==> src/rtl/dbus_arbiter.sv <==
`default_nettype none
// ============================================================================
// Module      : dbus_arbiter
// Description : Two-master data-bus arbiter with address decode to data memory
//               and memory-mapped I/O (HEX/LEDR/LEDG/KEY/SW); one-cycle reads.
//               Define ARB_ROUND_ROBIN_EN for alternating contention grants,
//               otherwise m0 has fixed priority.
// Revision    : 1.0 - initial release
// ============================================================================
module dbus_arbiter #(
    parameter int          DBITS          = 32,
    parameter int          DMEM_ADDR_BITS = 13,
    parameter logic [31:0] ADDR_HEX       = 32'hF000_0000,
    parameter logic [31:0] ADDR_LEDR      = 32'hF000_0004,
    parameter logic [31:0] ADDR_LEDG      = 32'hF000_0008,
    parameter logic [31:0] ADDR_KEY       = 32'hF000_0010,
    parameter logic [31:0] ADDR_SW        = 32'hF000_0014
) (
    input  logic                        CLOCK_50,
    input  logic                        FPGA_RESET_N,
    input  logic                        m0_req,
    input  logic                        m0_we,
    input  logic [DBITS-1:0]            m0_addr,
    input  logic [DBITS-1:0]            m0_wdata,
    output logic                        m0_gnt,
    output logic                        m0_rvalid,
    output logic [DBITS-1:0]            m0_rdata,
    input  logic                        m1_req,
    input  logic                        m1_we,
    input  logic [DBITS-1:0]            m1_addr,
    input  logic [DBITS-1:0]            m1_wdata,
    output logic                        m1_gnt,
    output logic                        m1_rvalid,
    output logic [DBITS-1:0]            m1_rdata,
    output logic                        mem_en,
    output logic                        mem_we,
    output logic [DMEM_ADDR_BITS-3:0]   mem_addr,
    output logic [DBITS-1:0]            mem_wdata,
    input  logic [DBITS-1:0]            mem_rdata,
    input  logic [9:0]                  SW,
    input  logic [3:0]                  KEY,
    output logic [15:0]                 hex_out,
    output logic [9:0]                  ledr_out,
    output logic [7:0]                  ledg_out
);

    logic [9:0]       r_sw_meta, r_sw_sync;
    logic [3:0]       r_key_meta, r_key_sync;
    logic             r_last_m1;
    logic [15:0]      r_hex;
    logic [9:0]       r_ledr;
    logic [7:0]       r_ledg;
    logic             r_rd_pend, r_rd_m1, r_rd_io;
    logic [DBITS-1:0] r_io_val, r_m0_rdata, r_m1_rdata;

    logic             w_m0_gnt, w_m1_gnt, w_xfer;
    logic             w_we;
    logic [DBITS-1:0] w_addr, w_wdata, w_io_rd, w_ret_data;
    logic             w_io, w_hit_hex, w_hit_ledr, w_hit_ledg, w_hit_key, w_hit_sw;
    logic             w_unused;

    always_comb begin
        w_m0_gnt = 1'b0;
        w_m1_gnt = 1'b0;
        if (FPGA_RESET_N) begin
            if (m0_req && m1_req) begin
`ifdef ARB_ROUND_ROBIN_EN
                w_m0_gnt = r_last_m1;
                w_m1_gnt = !r_last_m1;
`else
                w_m0_gnt = 1'b1;
`endif
            end else begin
                w_m0_gnt = m0_req;
                w_m1_gnt = m1_req;
            end
        end
    end

    assign w_xfer  = w_m0_gnt | w_m1_gnt;
    assign w_we    = w_m1_gnt ? m1_we    : m0_we;
    assign w_addr  = w_m1_gnt ? m1_addr  : m0_addr;
    assign w_wdata = w_m1_gnt ? m1_wdata : m0_wdata;

    // Byte-lane bits are ignored; the pointer is only consumed in round-robin builds
    assign w_unused = ^{w_addr[1:0], r_last_m1};

    assign w_io       = (w_addr[DBITS-1:DBITS-4] == 4'hF);
    assign w_hit_hex  = w_io && (w_addr[DBITS-1:2] == ADDR_HEX[DBITS-1:2]);
    assign w_hit_ledr = w_io && (w_addr[DBITS-1:2] == ADDR_LEDR[DBITS-1:2]);
    assign w_hit_ledg = w_io && (w_addr[DBITS-1:2] == ADDR_LEDG[DBITS-1:2]);
    assign w_hit_key  = w_io && (w_addr[DBITS-1:2] == ADDR_KEY[DBITS-1:2]);
    assign w_hit_sw   = w_io && (w_addr[DBITS-1:2] == ADDR_SW[DBITS-1:2]);

    always_comb begin
        w_io_rd = '0;
        if (w_hit_hex)  w_io_rd = {{(DBITS-16){1'b0}}, r_hex};
        if (w_hit_ledr) w_io_rd = {{(DBITS-10){1'b0}}, r_ledr};
        if (w_hit_ledg) w_io_rd = {{(DBITS-8){1'b0}},  r_ledg};
        if (w_hit_key)  w_io_rd = {{(DBITS-4){1'b0}},  r_key_sync};
        if (w_hit_sw)   w_io_rd = {{(DBITS-10){1'b0}}, r_sw_sync};
    end

    assign m0_gnt    = w_m0_gnt;
    assign m1_gnt    = w_m1_gnt;
    assign mem_en    = w_xfer && !w_io;
    assign mem_we    = mem_en && w_we;
    assign mem_addr  = w_addr[DMEM_ADDR_BITS-1:2];
    assign mem_wdata = w_wdata;

    // Memory data arrives combinationally in the return cycle, so it bypasses the hold registers
    assign w_ret_data = r_rd_io ? r_io_val : mem_rdata;
    assign m0_rvalid  = r_rd_pend && !r_rd_m1;
    assign m1_rvalid  = r_rd_pend &&  r_rd_m1;
    assign m0_rdata   = m0_rvalid ? w_ret_data : r_m0_rdata;
    assign m1_rdata   = m1_rvalid ? w_ret_data : r_m1_rdata;

    assign hex_out  = r_hex;
    assign ledr_out = r_ledr;
    assign ledg_out = r_ledg;

    always_ff @(posedge CLOCK_50 or negedge FPGA_RESET_N) begin
        if (!FPGA_RESET_N) begin
            r_sw_meta  <= '0;
            r_sw_sync  <= '0;
            r_key_meta <= 4'hF;
            r_key_sync <= 4'hF;
            r_last_m1  <= 1'b1;
            r_hex      <= '0;
            r_ledr     <= '0;
            r_ledg     <= '0;
            r_rd_pend  <= 1'b0;
            r_rd_m1    <= 1'b0;
            r_rd_io    <= 1'b0;
            r_io_val   <= '0;
            r_m0_rdata <= '0;
            r_m1_rdata <= '0;
        end else begin
            r_sw_meta  <= SW;
            r_sw_sync  <= r_sw_meta;
            r_key_meta <= KEY;
            r_key_sync <= r_key_meta;
            if (w_xfer) r_last_m1 <= w_m1_gnt;
            if (w_xfer && w_we) begin
                if (w_hit_hex)  r_hex  <= w_wdata[15:0];
                if (w_hit_ledr) r_ledr <= w_wdata[9:0];
                if (w_hit_ledg) r_ledg <= w_wdata[7:0];
            end
            r_rd_pend <= w_xfer && !w_we;
            if (w_xfer && !w_we) begin
                r_rd_m1  <= w_m1_gnt;
                r_rd_io  <= w_io;
                r_io_val <= w_io_rd;
            end
            if (r_rd_pend) begin
                if (r_rd_m1) r_m1_rdata <= w_ret_data;
                else         r_m0_rdata <= w_ret_data;
            end
        end
    end

endmodule
`default_nettype wire

==> config.mk <==
export PLATFORM = sky130hd
export DESIGN_NAME = dbus_arbiter
export DESIGN_NICKNAME = d
export VERILOG_FILES = /design/src/rtl/dbus_arbiter.sv
export SDC_FILE = /design/constraint.sdc
export NUM_CORES = 1
export LEC_CHECK = 0
export ABC_AREA = 1
export BUFFER_PORTS_ARGS = -buffer_cell sky130_fd_sc_hd__buf_2
export CORE_MARGIN = 8
export CORE_UTILIZATION = 48
export CTS_BUF_LIST = sky130_fd_sc_hd__clkbuf_4
export CTS_CLUSTER_SIZE = 8
export DETAILED_ROUTE_END_ITERATION = 16
export PLACE_DENSITY = 0.79
export SETUP_SLACK_MARGIN = 0.1
export SYNTH_ARGS = -nofsm -noshare
export SYNTH_HDL_FRONTEND = slang
export SYNTH_SLANG_ARGS = --single-unit
==> constraint.sdc <==
create_clock -name CLOCK_50 -period 1.75 [get_ports CLOCK_50]
set_clock_uncertainty 0.05 [all_clocks]
set_input_delay 0.0875 -clock CLOCK_50 [delete_from_list [all_inputs] [get_ports CLOCK_50]]
set_output_delay 0.0875 -clock CLOCK_50 [all_outputs]
set_load 0.01 [all_outputs]
-- After elaboration in Yosys (flattened, before gate mapping)
Cells that the tools add are included.
- mux-type cells: 15
- bitwise operators: 2
- div/mod/pow operators: 0
- $mul: 0
- $lt $le $gt $ge: 0
- add/sub/neg operators: 0
- reduce and logical (&&, ||, !) cells: 20
- equality and inequality tests: 6
- shifts and indexed selects: 0
- operators with widths (operator ; count):
    32-bit 2-to-1 mux ; 9
    30-bit == test (second input constant) ; 5
    16-bit 2-to-1 mux ; 1
    1-bit logical AND ; 12
    2-bit AND reduction ; 5
    1-bit 2-to-1 mux ; 5
    4-bit == test (second input constant) ; 1
    1-bit logical NOT ; 3
    1-bit inverter ; 1
    1-bit OR ; 1
- memory bits (read-only): 0
- RAM bits: 0
- input bits: 180
- memories: 0
- bits in latches: 0
- word-level logic and storage cells: 56
- flip-flop bits (word level): 161

-- Logic depth before layout (Yosys ltp)
- depth after elaboration: 11
- mapped depth: 17
- gate-level depth less buffers: 15

-- Worst setup path before layout
Ideal clock, no wire load.
- kind: flip-flop to flip-flop
- start: register r_rd_m1
- end: register r_m0_rdata[22]
- path buffers: 1
- period minus slack after synthesis: 1.670 ns
- cell stages (with the launch flop): 4
- data arrival time: 1.482 ns
- setup slack: 0.080 ns
- data required time: 1.562 ns
- cell sequence: dfrtp_1 nor2_1 clkbuf_1 mux2_2
- word-level cells in the longest chain between the ends: 2
- RTL lines (element ; RTL line ; text):
    start, declared ; 53 ; logic r_rd_pend, r_rd_m1, r_rd_io;
    start signal, assigned ; 151 ; r_rd_m1 <= w_m1_gnt;
    1-bit inverter (no source line) ; n/a ;
    2-bit AND reduction (no source line) ; n/a ;
    end signal, assigned ; 157 ; else r_m0_rdata <= w_ret_data;
    end, declared ; 54 ; logic [DBITS-1:0] r_io_val, r_m0_rdata, r_m1_rdata;
No other way between the ends.
A chain may end at the register's enable or synchronous reset.

-- Worst setup path after layout
- start: register r_rd_m1
- end: output port m0_rdata[2]
- word-level cells in the longest chain between the ends: 3
- RTL lines (element ; RTL line ; text):
    1-bit logical NOT ; 113 ; assign m0_rvalid = r_rd_pend && !r_rd_m1;
    1-bit logical AND ; 113 ;
    32-bit 2-to-1 mux ; 115 ; assign m0_rdata = m0_rvalid ? w_ret_data : r_m0_rdata;
    end, declared ; 27 ; output logic [DBITS-1:0] m0_rdata,
No other way between the ends.

==> summary.txt <==
Clock Path Buffers: 2
Async SR Flop Fraction: 100%
Syn Inst Count: 835
Max stage delay cell, worst path: dfrtp_1
Tcrit/Tclk final: 116%
Number of global-route vias before repair: 7540
Worst path depth: 4
First-pass GRT wire length: 38800 um
Die area: 18500 um^2
Crit. Startpoint: r_rd_m1$_DFFE_PN0P_
Compound-gate portion of the synthesized area: 6.47%
Mux cell area share after synthesis: 5.37%
FF-to-FF path depth: 3
Die width: 136 um
Register area share after synthesis: 52.5%
CP max FO: 33
Count of final max-slew check failures: 0
Reg2reg start: r_rd_m1$_DFFE_PN0P_
Core area: 14300 um^2
Cell area after synthesis: 6920 um^2
Row count: 44
DPL Wire Length: 17800 um
Initial antenna violation count: 1
Max Clock Freq: 493 MHz
Final hold vios: 0
Critical Path, Cell by Cell: nor2_4 > buf_12 > mux2_2 > buf_2
R2r setup slk: 0.38 ns
CP Launch Type: flip-flop
H-Tree Depth: 4
CTS tree: built
Rel. slew slack: 50.4%
Post-synth EDFFs: 0
Ys Warns: 0
Via count: 7410
Top Ports: 327
CTS Sinks: 145
Grt ovf: 0
Combinational family with the most area after synthesis: simple AND/OR/NAND/NOR gates
Kind of critical path: flip-flop to output pin
DRT Wirelength: 25800 um
Tmin final: 2.03 ns
1st-pass router iterations: 5
Final setup fails: 65
Hold slack: 0.0545 ns
Initial DRC count: 512
Initial Util: 48.4%
Critical path data arrival time: 1.89 ns
Syn Nets: 1015
Leakage: 0.00570 uW
Xor/xnor share of the synthesized area: 0%
Post-DR vias/cell: 5.03
Final GP Congestion: 0.898
CP delay by family, top: flip-flops
Mean Syn Cell Area: 8.29 um^2
Clock transition at path regs: 0.13 ns
Peak VDD IR: 504 uV
Wire per inst: 17.5 um
# DRC: 0
Commonest non-fill, non-tap cells in the layout: 314 x buf_2, 281 x nand2_1, 136 x dfrtp_1
Layout area overhead: 50.0%
Max stage delay on crit path: 0.44 ns
Share of layout cells above drive strength 1: 38.4%
PD cells: 953 nW/um^2
Post-route setup TNS: -14.41 ns
Top_reg_cell synth: dfrtp_1
Slack of the critical path: -0.280 ns
Status: complete, but fails checks
Clock root buffer: clkbuf_4
Total track usage: 26.9%
Netlist cell types: 32
CP required: 1.61 ns
Pre-CTS worst setup slack: -0.166 ns
Commonest non-fill, non-tap cell in the layout: buf_2
Flops & latches, synth: 145
Setup crit end kind: output pin
Port bufs: 322
Failing checks: negative setup slack
Fraction of the mapped netlist area in adder cells: 0%
Hold/Removal Path Class: input pin to async pin
Synth Area in Simple Gates: 28.0%
Die Y: 136 um
Worst-Skew Late Latency: 0.53 ns
Buf/Inv on CP: 2
# nets final: 1454
Largest net degree at the start of global routing: 125
Measured slew at the worst slew-check pin: 0.743 ns
RSZ-0062 raised after global routing: true
Antenna Nets Post-Route: 0
Max_cap viols: 0
CTS Buf Count: 17
## Yosys cell counts, types with 8 or more instances
master | count | share of area (%)
a21oi_1 | 15 | 1.1
and2_1 | 16 | 1.4
clkbuf_1 | 19 | 1.0
dfrtp_1 | 137 | 50
dfstp_2 | 8 | 3.0
inv_1 | 86 | 4.7
mux2_2 | 33 | 5.4
nand2_1 | 287 | 16
nand3_1 | 43 | 3.1
nand4_1 | 12 | 1.1
nor2_1 | 65 | 3.5
o21ai_0 | 12 | 0.87
o21ai_1 | 37 | 2.7
## layer usage
metal  track usage (%)  share of wire [%]  routed length, um
met5                 0                  0                  0
met4              12.7                3.6                933
met3              7.10                8.3               2130
met2              47.0                 51              13100
met1              30.0                 37               9590
## stage by stage
stage | instance area [um^2] | power (uW) | utilization (%) | std cells
detailed placement | 9050 | 7350 | 63.3 | 1350
finish | 10400 | 9900 | 72.6 | 1472
global placement | 9050 | 7210 | 63.3 | 1350
floorplan | 6930 | 5850 | - | 835
global route | 10400 | 10400 | 72.6 | 1472
CTS | 10300 | 9790 | 71.8 | 1466
## sequential cells by signal (all words and copies together), names as in the netlist
name        flops
r_key_sync      4
r_m0_rdata     32
r_io_val       16
hex_out        16
r_rd_m1         1
r_key_meta      4
r_m1_rdata     32
r_sw_meta      10
ledr_out       10
ledg_out        8
r_rd_io         1
r_rd_pend       1
r_sw_sync      10
## worst min-delay path: stages
cell	delay (ns)
buf_6	0.12
dlygate4sd3_1	0.56
buf_4	0.29
## where the power goes
part / total (uW) / switching (uW) / internal (uW)
registers: 4310 / 258 / 4050
clock network: 2120 / 1220 / 901
logic: 3460 / 1920 / 1550
## final cells by class
type                            count  area (um^2)
Clock buffer                       20          150
Sequential cell                   145         3640
Timing Repair Buffer              458         3080
Fill cell                        1042         3930
Multi-Input combinational cell    564         2820
Inverter                           88          333
Clock inverter                     12          131
Tap cell                          184          230
Antenna cell                        1         2.50
## worst paths after layout
kind / end
worst max-delay path: m0_rdata[2]
worst min-delay path: r_m0_rdata[0]$_DFFE_PN0P_
worst max register to register: r_m0_rdata[13]$_DFFE_PN0P_
worst min register to register: r_sw_sync[9]$_DFF_PN0_
max in group asynchronous: ledr_out[2]$_DFFE_PN0P_
min in group CLOCK_50: r_rd_m1$_DFFE_PN0P_
## cell families after synthesis
logic type	count (synthesis)
AOI/OAI and AO/OA	79
buffers and inverters	126
DFF	145
muxes	33
and+or+nand+nor	452
## repair_timing
| action | in CTS | in global routing |
|---|---|---|
| setup buffers | 1 | 1 |
| pin swaps | 0 | 2 |
| hold buffers | 82 | 1 |
| setup endpoints to repair | 69 | 80 |
| gates cloned | 1 | 3 |
| resized for setup | 22 | 9 |
| endpoints found under the hold margin | 230 | 1 |
No activity file was read; power rests on OpenSTA's default activity.
